### config.mk
export PLATFORM = sky130hd
export DESIGN_NAME = device_dispatcher_flat
export DESIGN_NICKNAME = d
export VERILOG_FILES = /design/src/rtl/dispatch_pkg.sv /design/src/rtl/device_dispatcher_if.sv /design/src/rtl/dispatch_watchdog.sv /design/src/rtl/device_dispatcher.sv /design/src/flat_wrapper.sv
export SDC_FILE = /design/constraint.sdc
export NUM_CORES = 1
export LEC_CHECK = 0
export ABC_AREA = 1
export CELL_PAD_IN_SITES_DETAIL_PLACEMENT = 0
export CELL_PAD_IN_SITES_GLOBAL_PLACEMENT = 2
export CORE_ASPECT_RATIO = 0.5
export CORE_UTILIZATION = 24
export DETAILED_ROUTE_END_ITERATION = 7
export PLACE_DENSITY = 0.9
export SLEW_MARGIN = 20
export SYNTH_ARGS = -nofsm -noshare
export SYNTH_HDL_FRONTEND = slang
export SYNTH_HIERARCHICAL = 1
export SYNTH_SLANG_ARGS = --single-unit
### constraint.sdc
create_clock -name clk -period 2.47 [get_ports clk]
set_clock_uncertainty 0.15 [all_clocks]
set_input_delay 0.3705 -clock clk [delete_from_list [all_inputs] [get_ports clk]]
set_output_delay 0.3705 -clock clk [all_outputs]
set_load 0.02 [all_outputs]
### src/rtl/dispatch_pkg.sv
`default_nettype none
// +-----------------------------------------------------------------------------+
// | Module   : dispatch_pkg                                                     |
// | Brief    : Shared types and instruction layout for the device dispatcher.   |
// | Revision : 1.0                                                              |
// +-----------------------------------------------------------------------------+
package dispatch_pkg;

   // Instruction word layout: {data[15:0], addr[7:0], op[3:0], dev_no[3:0]}
   localparam int c_INSTR_W  = 32;
   localparam int c_DEV_LSB  = 0;
   localparam int c_DEV_W    = 4;
   localparam int c_OP_LSB   = 4;
   localparam int c_OP_W     = 4;
   localparam int c_ADDR_LSB = 8;
   localparam int c_ADDR_W   = 8;
   localparam int c_DATA_LSB = 16;
   localparam int c_DATA_W   = 16;

   localparam int c_ADC_W    = 14;
   localparam int c_CNT_W    = 16;
   localparam int c_ERR_W    = 2;

   typedef enum logic [2:0] {
      ST_IDLE       = 3'd0,
      ST_FETCH      = 3'd1,
      ST_WAIT_VALID = 3'd2,
      ST_ISSUE      = 3'd3,
      ST_GUARD      = 3'd4,
      ST_WAIT_RDY   = 3'd5,
      ST_WRITE      = 3'd6,
      ST_ERROR      = 3'd7
   } state_e;

   typedef enum logic [c_DEV_W-1:0] {
      DEV_NOP   = 4'd0,
      DEV_ADC   = 4'd1,
      DEV_DAC   = 4'd2,
      DEV_TIMER = 4'd3,
      DEV_SW0   = 4'd4,
      DEV_SW1   = 4'd5,
      DEV_SW2   = 4'd6
   } dev_e;

   typedef enum logic [c_ERR_W-1:0] {
      ERR_NONE     = 2'b00,
      ERR_TIMEOUT  = 2'b01,
      ERR_ILLEGAL  = 2'b10,
      ERR_OVERFLOW = 2'b11
   } err_e;

endpackage
`default_nettype wire

### src/rtl/device_dispatcher_if.sv
`default_nettype none
// +-----------------------------------------------------------------------------+
// | Module   : device_dispatcher_if                                             |
// | Brief    : Instruction source, device bus and output FIFO signal bundle.    |
// | Revision : 1.0                                                              |
// +-----------------------------------------------------------------------------+
interface device_dispatcher_if #(
   parameter int NUM_DEV = 7
);
   import dispatch_pkg::*;

   logic                  en;
   logic                  instr_empty;
   logic                  instr_read;
   logic                  instr_valid;
   logic [c_INSTR_W-1:0]  instr;
   logic [NUM_DEV-1:0]    dev_cs;
   logic [NUM_DEV-1:0]    dev_rdy;
   logic [c_OP_W-1:0]     op_bus;
   logic [c_ADDR_W-1:0]   addr_bus;
   logic [c_DATA_W-1:0]   data_bus;
   logic [c_ADC_W-1:0]    adc_data;
   logic                  out_wr;
   logic [c_DATA_W-1:0]   out_data;
   logic                  out_full;
   logic                  busy;
   logic                  err;
   logic [c_ERR_W-1:0]    err_code;
   logic [c_CNT_W-1:0]    instr_count;

   modport master (
      input  en, instr_empty, instr_valid, instr, dev_rdy, adc_data, out_full,
      output instr_read, dev_cs, op_bus, addr_bus, data_bus, out_wr, out_data,
             busy, err, err_code, instr_count
   );

   modport slave (
      output en, instr_empty, instr_valid, instr, dev_rdy, adc_data, out_full,
      input  instr_read, dev_cs, op_bus, addr_bus, data_bus, out_wr, out_data,
             busy, err, err_code, instr_count
   );

endinterface
`default_nettype wire

### src/rtl/dispatch_watchdog.sv
`default_nettype none
// +-----------------------------------------------------------------------------+
// | Module   : dispatch_watchdog                                                |
// | Brief    : Loadable up-counter with clear/enable and a terminal flag.       |
// | Revision : 1.0                                                              |
// +-----------------------------------------------------------------------------+
module dispatch_watchdog #(
   parameter int WIDTH = 16,
   parameter int LIMIT = 65535
) (
   input  logic             clk,
   input  logic             rst,
   input  logic             i_clear,
   input  logic             i_load,
   input  logic [WIDTH-1:0] i_load_val,
   input  logic             i_enable,
   output logic             o_terminal
);

   logic [WIDTH-1:0] r_count;

   // Holds at the terminal value so the flag stays up until cleared.
   always_ff @(posedge clk) begin
      if (rst) begin
         r_count <= '0;
      end else if (i_clear) begin
         r_count <= '0;
      end else if (i_load) begin
         r_count <= i_load_val;
      end else if (i_enable && !o_terminal) begin
         r_count <= r_count + WIDTH'(1);
      end
   end

   assign o_terminal = (r_count == WIDTH'(LIMIT));

endmodule
`default_nettype wire

### src/rtl/device_dispatcher.sv
`default_nettype none
// +-----------------------------------------------------------------------------+
// | Module   : device_dispatcher                                                |
// | Brief    : Fetches instruction words, issues device selects, waits on ready |
// |            under a watchdog and forwards ADC results to the output FIFO.    |
// |            DEVICE_DISPATCHER_TAG_EN prefixes each ADC word with a tag word. |
// | Revision : 1.0                                                              |
// +-----------------------------------------------------------------------------+
module device_dispatcher
   import dispatch_pkg::*;
#(
   parameter int NUM_DEV        = 7,
   parameter int TIMEOUT_CYCLES = 65535,
   parameter int RDY_GUARD      = 2
) (
   input  logic                clk,
   input  logic                rst,
   device_dispatcher_if.master bus
);

   localparam int c_WD_W    = $clog2(TIMEOUT_CYCLES + 1);
   localparam int c_GUARD_W = (RDY_GUARD > 1) ? $clog2(RDY_GUARD) : 1;

   state_e                 r_state;
   state_e                 w_state_nxt;
   err_e                   r_err_code;
   err_e                   w_err_code_nxt;
   logic [c_DEV_W-1:0]     r_dev;
   logic [c_OP_W-1:0]      r_op;
   logic [c_ADDR_W-1:0]    r_addr;
   logic [c_DATA_W-1:0]    r_data;
   logic [c_CNT_W-1:0]     r_count;
   logic [c_GUARD_W-1:0]   r_guard_cnt;

   logic                   w_latch;
   logic                   w_count_inc;
   logic                   w_wd_restart;
   logic                   w_wd_clear;
   logic                   w_wd_en;
   logic                   w_wd_term;
   logic [c_DEV_W-1:0]     w_in_dev;
   logic [NUM_DEV-1:0]     w_dev_onehot;
   logic                   w_dev_rdy;
   logic                   w_out_wr;
   logic [c_DATA_W-1:0]    w_adc_word;

`ifdef DEVICE_DISPATCHER_TAG_EN
   logic                   r_beat;
   logic                   w_beat_nxt;
`endif

   assign w_in_dev     = bus.instr[c_DEV_LSB +: c_DEV_W];
   assign w_dev_onehot = {{(NUM_DEV-1){1'b0}}, 1'b1} << r_dev;
   assign w_dev_rdy    = |(bus.dev_rdy & w_dev_onehot);
   assign w_out_wr     = (r_state == ST_WRITE) && !bus.out_full;
   assign w_adc_word   = {{(c_DATA_W-c_ADC_W){1'b0}}, bus.adc_data};

   always_ff @(posedge clk) begin
      if (rst) begin
         r_state <= ST_IDLE;
      end else begin
         r_state <= w_state_nxt;
      end
   end

   // ERROR has no exit, so the IDLE check need not test the error flag.
   always_comb begin
      w_state_nxt    = r_state;
      w_err_code_nxt = r_err_code;
      w_latch        = 1'b0;
      w_count_inc    = 1'b0;
      w_wd_restart   = 1'b0;
`ifdef DEVICE_DISPATCHER_TAG_EN
      w_beat_nxt     = r_beat;
`endif
      case (r_state)
         ST_IDLE: begin
            if (bus.en && !bus.instr_empty) begin
               w_state_nxt = ST_FETCH;
            end
         end
         ST_FETCH: begin
            w_state_nxt = ST_WAIT_VALID;
         end
         ST_WAIT_VALID: begin
            if (bus.instr_valid) begin
               w_latch = 1'b1;
               if (int'(w_in_dev) >= NUM_DEV) begin
                  w_state_nxt    = ST_ERROR;
                  w_err_code_nxt = ERR_ILLEGAL;
               end else if (w_in_dev == DEV_NOP) begin
                  w_count_inc = 1'b1;
                  w_state_nxt = ST_IDLE;
               end else begin
                  w_state_nxt = ST_ISSUE;
               end
            end
         end
         ST_ISSUE: begin
            w_state_nxt = (RDY_GUARD == 0) ? ST_WAIT_RDY : ST_GUARD;
         end
         ST_GUARD: begin
            if (r_guard_cnt == c_GUARD_W'(RDY_GUARD - 1)) begin
               w_state_nxt = ST_WAIT_RDY;
            end
         end
         ST_WAIT_RDY: begin
            if (w_dev_rdy) begin
               if (r_dev == DEV_ADC) begin
                  w_wd_restart = 1'b1;
                  w_state_nxt  = ST_WRITE;
               end else begin
                  w_count_inc = 1'b1;
                  w_state_nxt = ST_IDLE;
               end
            end else if (w_wd_term) begin
               w_state_nxt    = ST_ERROR;
               w_err_code_nxt = ERR_TIMEOUT;
            end
         end
         ST_WRITE: begin
            if (!bus.out_full) begin
`ifdef DEVICE_DISPATCHER_TAG_EN
               if (!r_beat) begin
                  w_beat_nxt   = 1'b1;
                  w_wd_restart = 1'b1;
               end else begin
                  w_count_inc = 1'b1;
                  w_state_nxt = ST_IDLE;
               end
`else
               w_count_inc = 1'b1;
               w_state_nxt = ST_IDLE;
`endif
            end else if (w_wd_term) begin
               w_state_nxt    = ST_ERROR;
               w_err_code_nxt = ERR_OVERFLOW;
            end
         end
         ST_ERROR: begin
            w_state_nxt = ST_ERROR;
         end
         default: begin
            w_state_nxt = ST_IDLE;
         end
      endcase
   end

   always_ff @(posedge clk) begin
      if (rst) begin
         r_dev       <= '0;
         r_op        <= '0;
         r_addr      <= '0;
         r_data      <= '0;
         r_count     <= '0;
         r_err_code  <= ERR_NONE;
         r_guard_cnt <= '0;
      end else begin
         if (w_latch) begin
            r_dev  <= w_in_dev;
            r_op   <= bus.instr[c_OP_LSB   +: c_OP_W];
            r_addr <= bus.instr[c_ADDR_LSB +: c_ADDR_W];
            r_data <= bus.instr[c_DATA_LSB +: c_DATA_W];
         end
         if (w_count_inc) begin
            r_count <= r_count + c_CNT_W'(1);
         end
         r_err_code <= w_err_code_nxt;
         if (r_state == ST_ISSUE) begin
            r_guard_cnt <= '0;
         end else if (r_state == ST_GUARD) begin
            r_guard_cnt <= r_guard_cnt + c_GUARD_W'(1);
         end
      end
   end

`ifdef DEVICE_DISPATCHER_TAG_EN
   always_ff @(posedge clk) begin
      if (rst) begin
         r_beat <= 1'b0;
      end else begin
         r_beat <= (w_state_nxt == ST_WRITE) ? w_beat_nxt : 1'b0;
      end
   end
`endif

   // Restarted on entry to WAIT_RDY / WRITE and again for each write beat.
   assign w_wd_en    = (r_state == ST_WAIT_RDY) || (r_state == ST_WRITE);
   assign w_wd_clear = !w_wd_en || w_wd_restart;

   dispatch_watchdog #(
      .WIDTH (c_WD_W),
      .LIMIT (TIMEOUT_CYCLES)
   ) u_watchdog (
      .clk        (clk),
      .rst        (rst),
      .i_clear    (w_wd_clear),
      .i_load     (1'b0),
      .i_load_val ({c_WD_W{1'b0}}),
      .i_enable   (w_wd_en),
      .o_terminal (w_wd_term)
   );

   assign bus.instr_read  = (r_state == ST_FETCH);
   assign bus.dev_cs      = (r_state == ST_ISSUE) ? w_dev_onehot : '0;
   assign bus.op_bus      = r_op;
   assign bus.addr_bus    = r_addr;
   assign bus.data_bus    = r_data;
   assign bus.out_wr      = w_out_wr;
`ifdef DEVICE_DISPATCHER_TAG_EN
   assign bus.out_data    = !w_out_wr ? '0 :
                            r_beat    ? w_adc_word :
                                        {r_dev, r_count[c_DATA_W-c_DEV_W-1:0]};
`else
   assign bus.out_data    = w_out_wr ? w_adc_word : '0;
`endif
   assign bus.busy        = (r_state != ST_IDLE);
   assign bus.err         = (r_state == ST_ERROR);
   assign bus.err_code    = r_err_code;
   assign bus.instr_count = r_count;

endmodule
`default_nettype wire

### src/flat_wrapper.sv
// flat-port wrapper written by rule: the top's interface ports become plain ports
module device_dispatcher_flat import dispatch_pkg::*;
#(
   parameter int NUM_DEV        = 7,
   parameter int TIMEOUT_CYCLES = 65535,
   parameter int RDY_GUARD      = 2
)
  (clk, rst, bus_en, bus_instr_empty, bus_instr_valid, bus_instr, bus_dev_rdy, bus_adc_data, bus_out_full, bus_instr_read, bus_dev_cs, bus_op_bus, bus_addr_bus, bus_data_bus, bus_out_wr, bus_out_data, bus_busy, bus_err, bus_err_code, bus_instr_count);
  device_dispatcher_if #(.NUM_DEV(NUM_DEV)) bus_i ();
  input  logic clk;
  input  logic rst;
  input wire logic [$bits(bus_i.en)-1:0] bus_en;
  input wire logic [$bits(bus_i.instr_empty)-1:0] bus_instr_empty;
  input wire logic [$bits(bus_i.instr_valid)-1:0] bus_instr_valid;
  input wire logic [$bits(bus_i.instr)-1:0] bus_instr;
  input wire logic [$bits(bus_i.dev_rdy)-1:0] bus_dev_rdy;
  input wire logic [$bits(bus_i.adc_data)-1:0] bus_adc_data;
  input wire logic [$bits(bus_i.out_full)-1:0] bus_out_full;
  output wire logic [$bits(bus_i.instr_read)-1:0] bus_instr_read;
  output wire logic [$bits(bus_i.dev_cs)-1:0] bus_dev_cs;
  output wire logic [$bits(bus_i.op_bus)-1:0] bus_op_bus;
  output wire logic [$bits(bus_i.addr_bus)-1:0] bus_addr_bus;
  output wire logic [$bits(bus_i.data_bus)-1:0] bus_data_bus;
  output wire logic [$bits(bus_i.out_wr)-1:0] bus_out_wr;
  output wire logic [$bits(bus_i.out_data)-1:0] bus_out_data;
  output wire logic [$bits(bus_i.busy)-1:0] bus_busy;
  output wire logic [$bits(bus_i.err)-1:0] bus_err;
  output wire logic [$bits(bus_i.err_code)-1:0] bus_err_code;
  output wire logic [$bits(bus_i.instr_count)-1:0] bus_instr_count;
  assign bus_i.en = bus_en;
  assign bus_i.instr_empty = bus_instr_empty;
  assign bus_i.instr_valid = bus_instr_valid;
  assign bus_i.instr = bus_instr;
  assign bus_i.dev_rdy = bus_dev_rdy;
  assign bus_i.adc_data = bus_adc_data;
  assign bus_i.out_full = bus_out_full;
  assign bus_instr_read = bus_i.instr_read;
  assign bus_dev_cs = bus_i.dev_cs;
  assign bus_op_bus = bus_i.op_bus;
  assign bus_addr_bus = bus_i.addr_bus;
  assign bus_data_bus = bus_i.data_bus;
  assign bus_out_wr = bus_i.out_wr;
  assign bus_out_data = bus_i.out_data;
  assign bus_busy = bus_i.busy;
  assign bus_err = bus_i.err;
  assign bus_err_code = bus_i.err_code;
  assign bus_instr_count = bus_i.instr_count;
  device_dispatcher #(.NUM_DEV(NUM_DEV), .TIMEOUT_CYCLES(TIMEOUT_CYCLES), .RDY_GUARD(RDY_GUARD)) u_core (.clk(clk), .rst(rst), .bus(bus_i));
endmodule
==> impl_metrics.py, run 1 <==
metrics = {
    "die": {
        "dieArea_um2": 17200,
        "dieWidth_um": 184,
        "start_util_pct": 25.2,
        "io_pins": 132,
        "core_area_um2": 15800,
        "die_h_um": 93.2,
        "fp-row-count": 32,
    },
    "sta": {
        "maxSlewHeadroom_pct": 65.9,
        "slew_violations": 0,
        "finalSetupViolations": 0,
        "fin_tns_setup_ns": 0,
        "worst_slew_pin_slew_ns": 0.509,
        "timing.fmax_mhz": 422,
        "hold_violations": 0,
        "rsz0062_at_grt": "no",
        "period_minus_slack_ns": 2.37,
        "min_period_over_period_pct": 95.8,
    },
    "logic_synthesis": {
        "ys_types": 36,
        "netlist_instances": 630,
        "synth-async-reset-ratio_pct": 0,
        "synth_warnings": 6,
        "synth_enable_flop_cells": 0,
        "syn_avg_cell_area_um2": 6.33,
        "yosysSeqAreaShare_pct": 35.1,
        "syn-cell-area_um2": 3990,
        "synth_flop_cell": "dfxtp_1",
        "synth_seq_cells": 70,
    },
    "clock_network": {
        "clock_latency_ns": 0.33,
        "cts_made_buffers": 9,
        "clkTransAtPathRegs_ns": 0.06,
        "clockRootBuffer": "clkbuf_16",
        "cts.sinks": 70,
        "cts_tree": "done",
        "h-tree-depth": 3,
        "clk_path_buf_depth": 2,
    },
    "critical_path": {
        "r2r_end": "u_core/bus.err_code[0]$_SDFFE_PP0P_",
        "crit_end": "bus_out_data[2]",
        "critical_path.cell_chain": "inv_2 -> nor2_4 -> nand2_4 -> nor2_1 -> clkdlybuf4s50_1",
        "crit_start": "u_core/r_state[2]$_SDFFE_PP0P_",
        "critPathMaxFanout": 16,
        "slowest_stage": "clkdlybuf4s50_1",
        "start_kind": "flop",
        "end_kind": "output pin",
        "crit_type": "reg -> out",
        "worstPathArrival_ns": 1.85,
        "r2r.worst_path.cells": 12,
        "r2r-start": "u_core/u_watchdog/r_count[0]$_SDFFE_PP0P_",
        "r2r_setup_slack_ns": 0.28,
        "cpPeakStageDelay_ns": 0.61,
        "cp.required_ns": 1.95,
    },
    "global_routing": {
        "grt_max_degree": 36,
        "grt_pass1_wl_um": 19300,
        "grt_usage_pct": 14.2,
        "grt_pass1_vias": 4037,
        "antenna_found_initial": 0,
        "grt_remaining_overflow": 0,
    },
    "final_layout": {
        "finish.utilization_pct": 37.8,
        "num-nets-final": 840,
        "diodes": 0,
        "drive_gt1_share_pct": 7.27,
        "finalNonFillerCells": 1005,
        "syn_to_final_growth_pct": 49.9,
    },
    "place": {
        "portBuffers": 129,
        "dp.final_hpwl_um": 8960,
        "globalplace.congestion": 0.787,
        "place_inst": 989,
    },
    "flow_run": {
        "cap_violations": 0,
    },
    "detailed_routing": {
        "viasPerCell": 4.18,
        "vias": 4199,
        "ant_nets": 0,
        "drtIter0Drc": 244,
        "wl_per_cell_um": 11.9,
        "drt_wl_total_um": 12000,
        "drtPass1Iterations": 5,
        "remaining_drc_errors": 0,
    },
    "outcome": {
        "outcome": "completed",
    },
    "power": {
        "max-vdd-ir-drop_mv": 0.326,
        "total_power_mw": 3.32,
        "cellPowerDensity_nw_per_um2": 555,
        "leakage_nw": 2.61,
    },
    "worst_hold_path": {
        "worstHoldPathType": "reg -> reg",
    },
}
-- timing repair --
action / in CTS / in global routing
pin swaps: 0 / 0
endpoints found under the setup margin: 17 / 14
setup buffers: 0 / 0
cloned: 0 / 0
resized for setup: 3 / 14
hold buffers: 0 / 0
-- state kept, by name, indices dropped and copies added (netlist names) --
signal	flops
u_core/bus.op_bus	4
u_core/r_guard_cnt	1
u_core/bus.data_bus	16
u_core/bus.err_code	2
u_core/r_state	3
u_core/r_dev	4
u_core/u_watchdog/r_count	16
u_core/bus.addr_bus	8
u_core/bus.instr_count	16
-- critical path: cells and delay by family, from the launching register on --
family                 cells  cell delay (ns)
DFF                        1             0.42
buffers and inverters      2             0.69
and+or+nand+nor            3             0.41
-- report_power, final --
group / internal (mW) / leakage [nW] / switching (mW) / total (mW)
Combinational: 0.297 / 1.89 / 0.359 / 0.656
Sequential: 1.19 / 0.565 / 0.0446 / 1.24
Clock: 0.914 / 0.156 / 0.513 / 1.43
Total: 2.40 / 2.61 / 0.917 / 3.32
-- cells in the final DEF (no fill, tap or decap), drive strengths merged, types with 14 or more instances in the layout --
master	instances
dfxtp	70
a21oi	31
o21ai	45
conb	19
dlymetal6s2s	14
nor2	132
clkdlybuf4s50	113
inv	72
nand2	152
nand3	65
-- worst min path at each step --
stage	startpoint	end	slack (ns)	cells past startpoint
6_report	u_core/bus.err_code[1]$_SDFFE_PP0P_	u_core/bus.err_code[1]$_SDFFE_PP0P_	0.32	2
3_5_place_dp	u_core/bus.err_code[1]$_SDFFE_PP0P_	u_core/bus.err_code[1]$_SDFFE_PP0P_	0.32	2
5_1_grt	u_core/r_guard_cnt$_SDFFE_PP0P_	u_core/r_guard_cnt$_SDFFE_PP0P_	0.35	2
2_1_floorplan	u_core/r_guard_cnt$_SDFFE_PP0P_	u_core/r_guard_cnt$_SDFFE_PP0P_	0.31	2
3_3_place_gp	u_core/bus.err_code[1]$_SDFFE_PP0P_	u_core/bus.err_code[1]$_SDFFE_PP0P_	0.31	2
4_1_cts	u_core/bus.err_code[1]$_SDFFE_PP0P_	u_core/bus.err_code[1]$_SDFFE_PP0P_	0.33	2
-- metal layers --
layer	vias up	track usage [%]	share of wire (%)
li1	2275	-	-
met1	1852	18.0	49
met2	62	24.3	47
met3	10	3.04	3.7
met4	0	3.89	1.3
met5	-	0	0
-- area by class of cell --
class / instances / area, um2
clock buffers: 11 / 243
clock inverters: 5 / 81.3
fillers: 1678 / 9830
inverters: 73 / 279
multi-input cells: 484 / 2270
flip-flops and latches: 70 / 1400
well taps: 221 / 277
repair buffers: 141 / 1430
-- through the flow --
step	hold WS (ns)	worst slack, ns	cell area, um2
after global placement	0.309	0.178	5620
after floorplan	0.306	0.579	4060
final	0.320	0.103	5980
after detailed placement	0.316	0.166	5620
after CTS	0.326	0.0501	5950
after global routing	0.348	0.00383	5980
-- kinds of logic after synthesis --
| kind of cell | count (synthesis) | synth area share, % |
|---|---|---|
| xor gates and xnor gates | 14 | 3.07 |
| AOI/OAI and AO/OA | 80 | 10.9 |
| and+or+nand+nor | 369 | 40.6 |
| DFF | 70 | 35.1 |
| buffers and inverters | 94 | 9.63 |
| other | 1 | 0.0940 |
| adders and majority gates | 2 | 0.627 |
-- cells in the mapped netlist, types with 2 or more instances --
cell,number,share of area [%]
nand3_1,63,7.9
nor3_1,8,1.0
nand2_2,2,0.31
inv_1,65,6.1
clkbuf_1,12,1.1
buf_4,4,0.75
nor2_1,123,12
nand4_1,8,1.3
nand2_4,6,1.7
a21oi_1,31,3.9
nor2_2,5,0.78
nor2_4,4,1.1
xor2_1,10,2.2
o21bai_1,2,0.38
o21ai_0,43,5.4
nand2_1,144,14
dfxtp_1,70,35
buf_2,3,0.38
ha_1,2,0.63
xnor2_1,4,0.88
inv_2,6,0.56
No activity file was read; power rests on OpenSTA's default activity.
==> run 2: changes to the inputs <==
CTS_CLUSTER_SIZE = 25   (was not set)
==> results of run 2 <==
The final DEF is identical to that of run 1; final timing and power are the same.
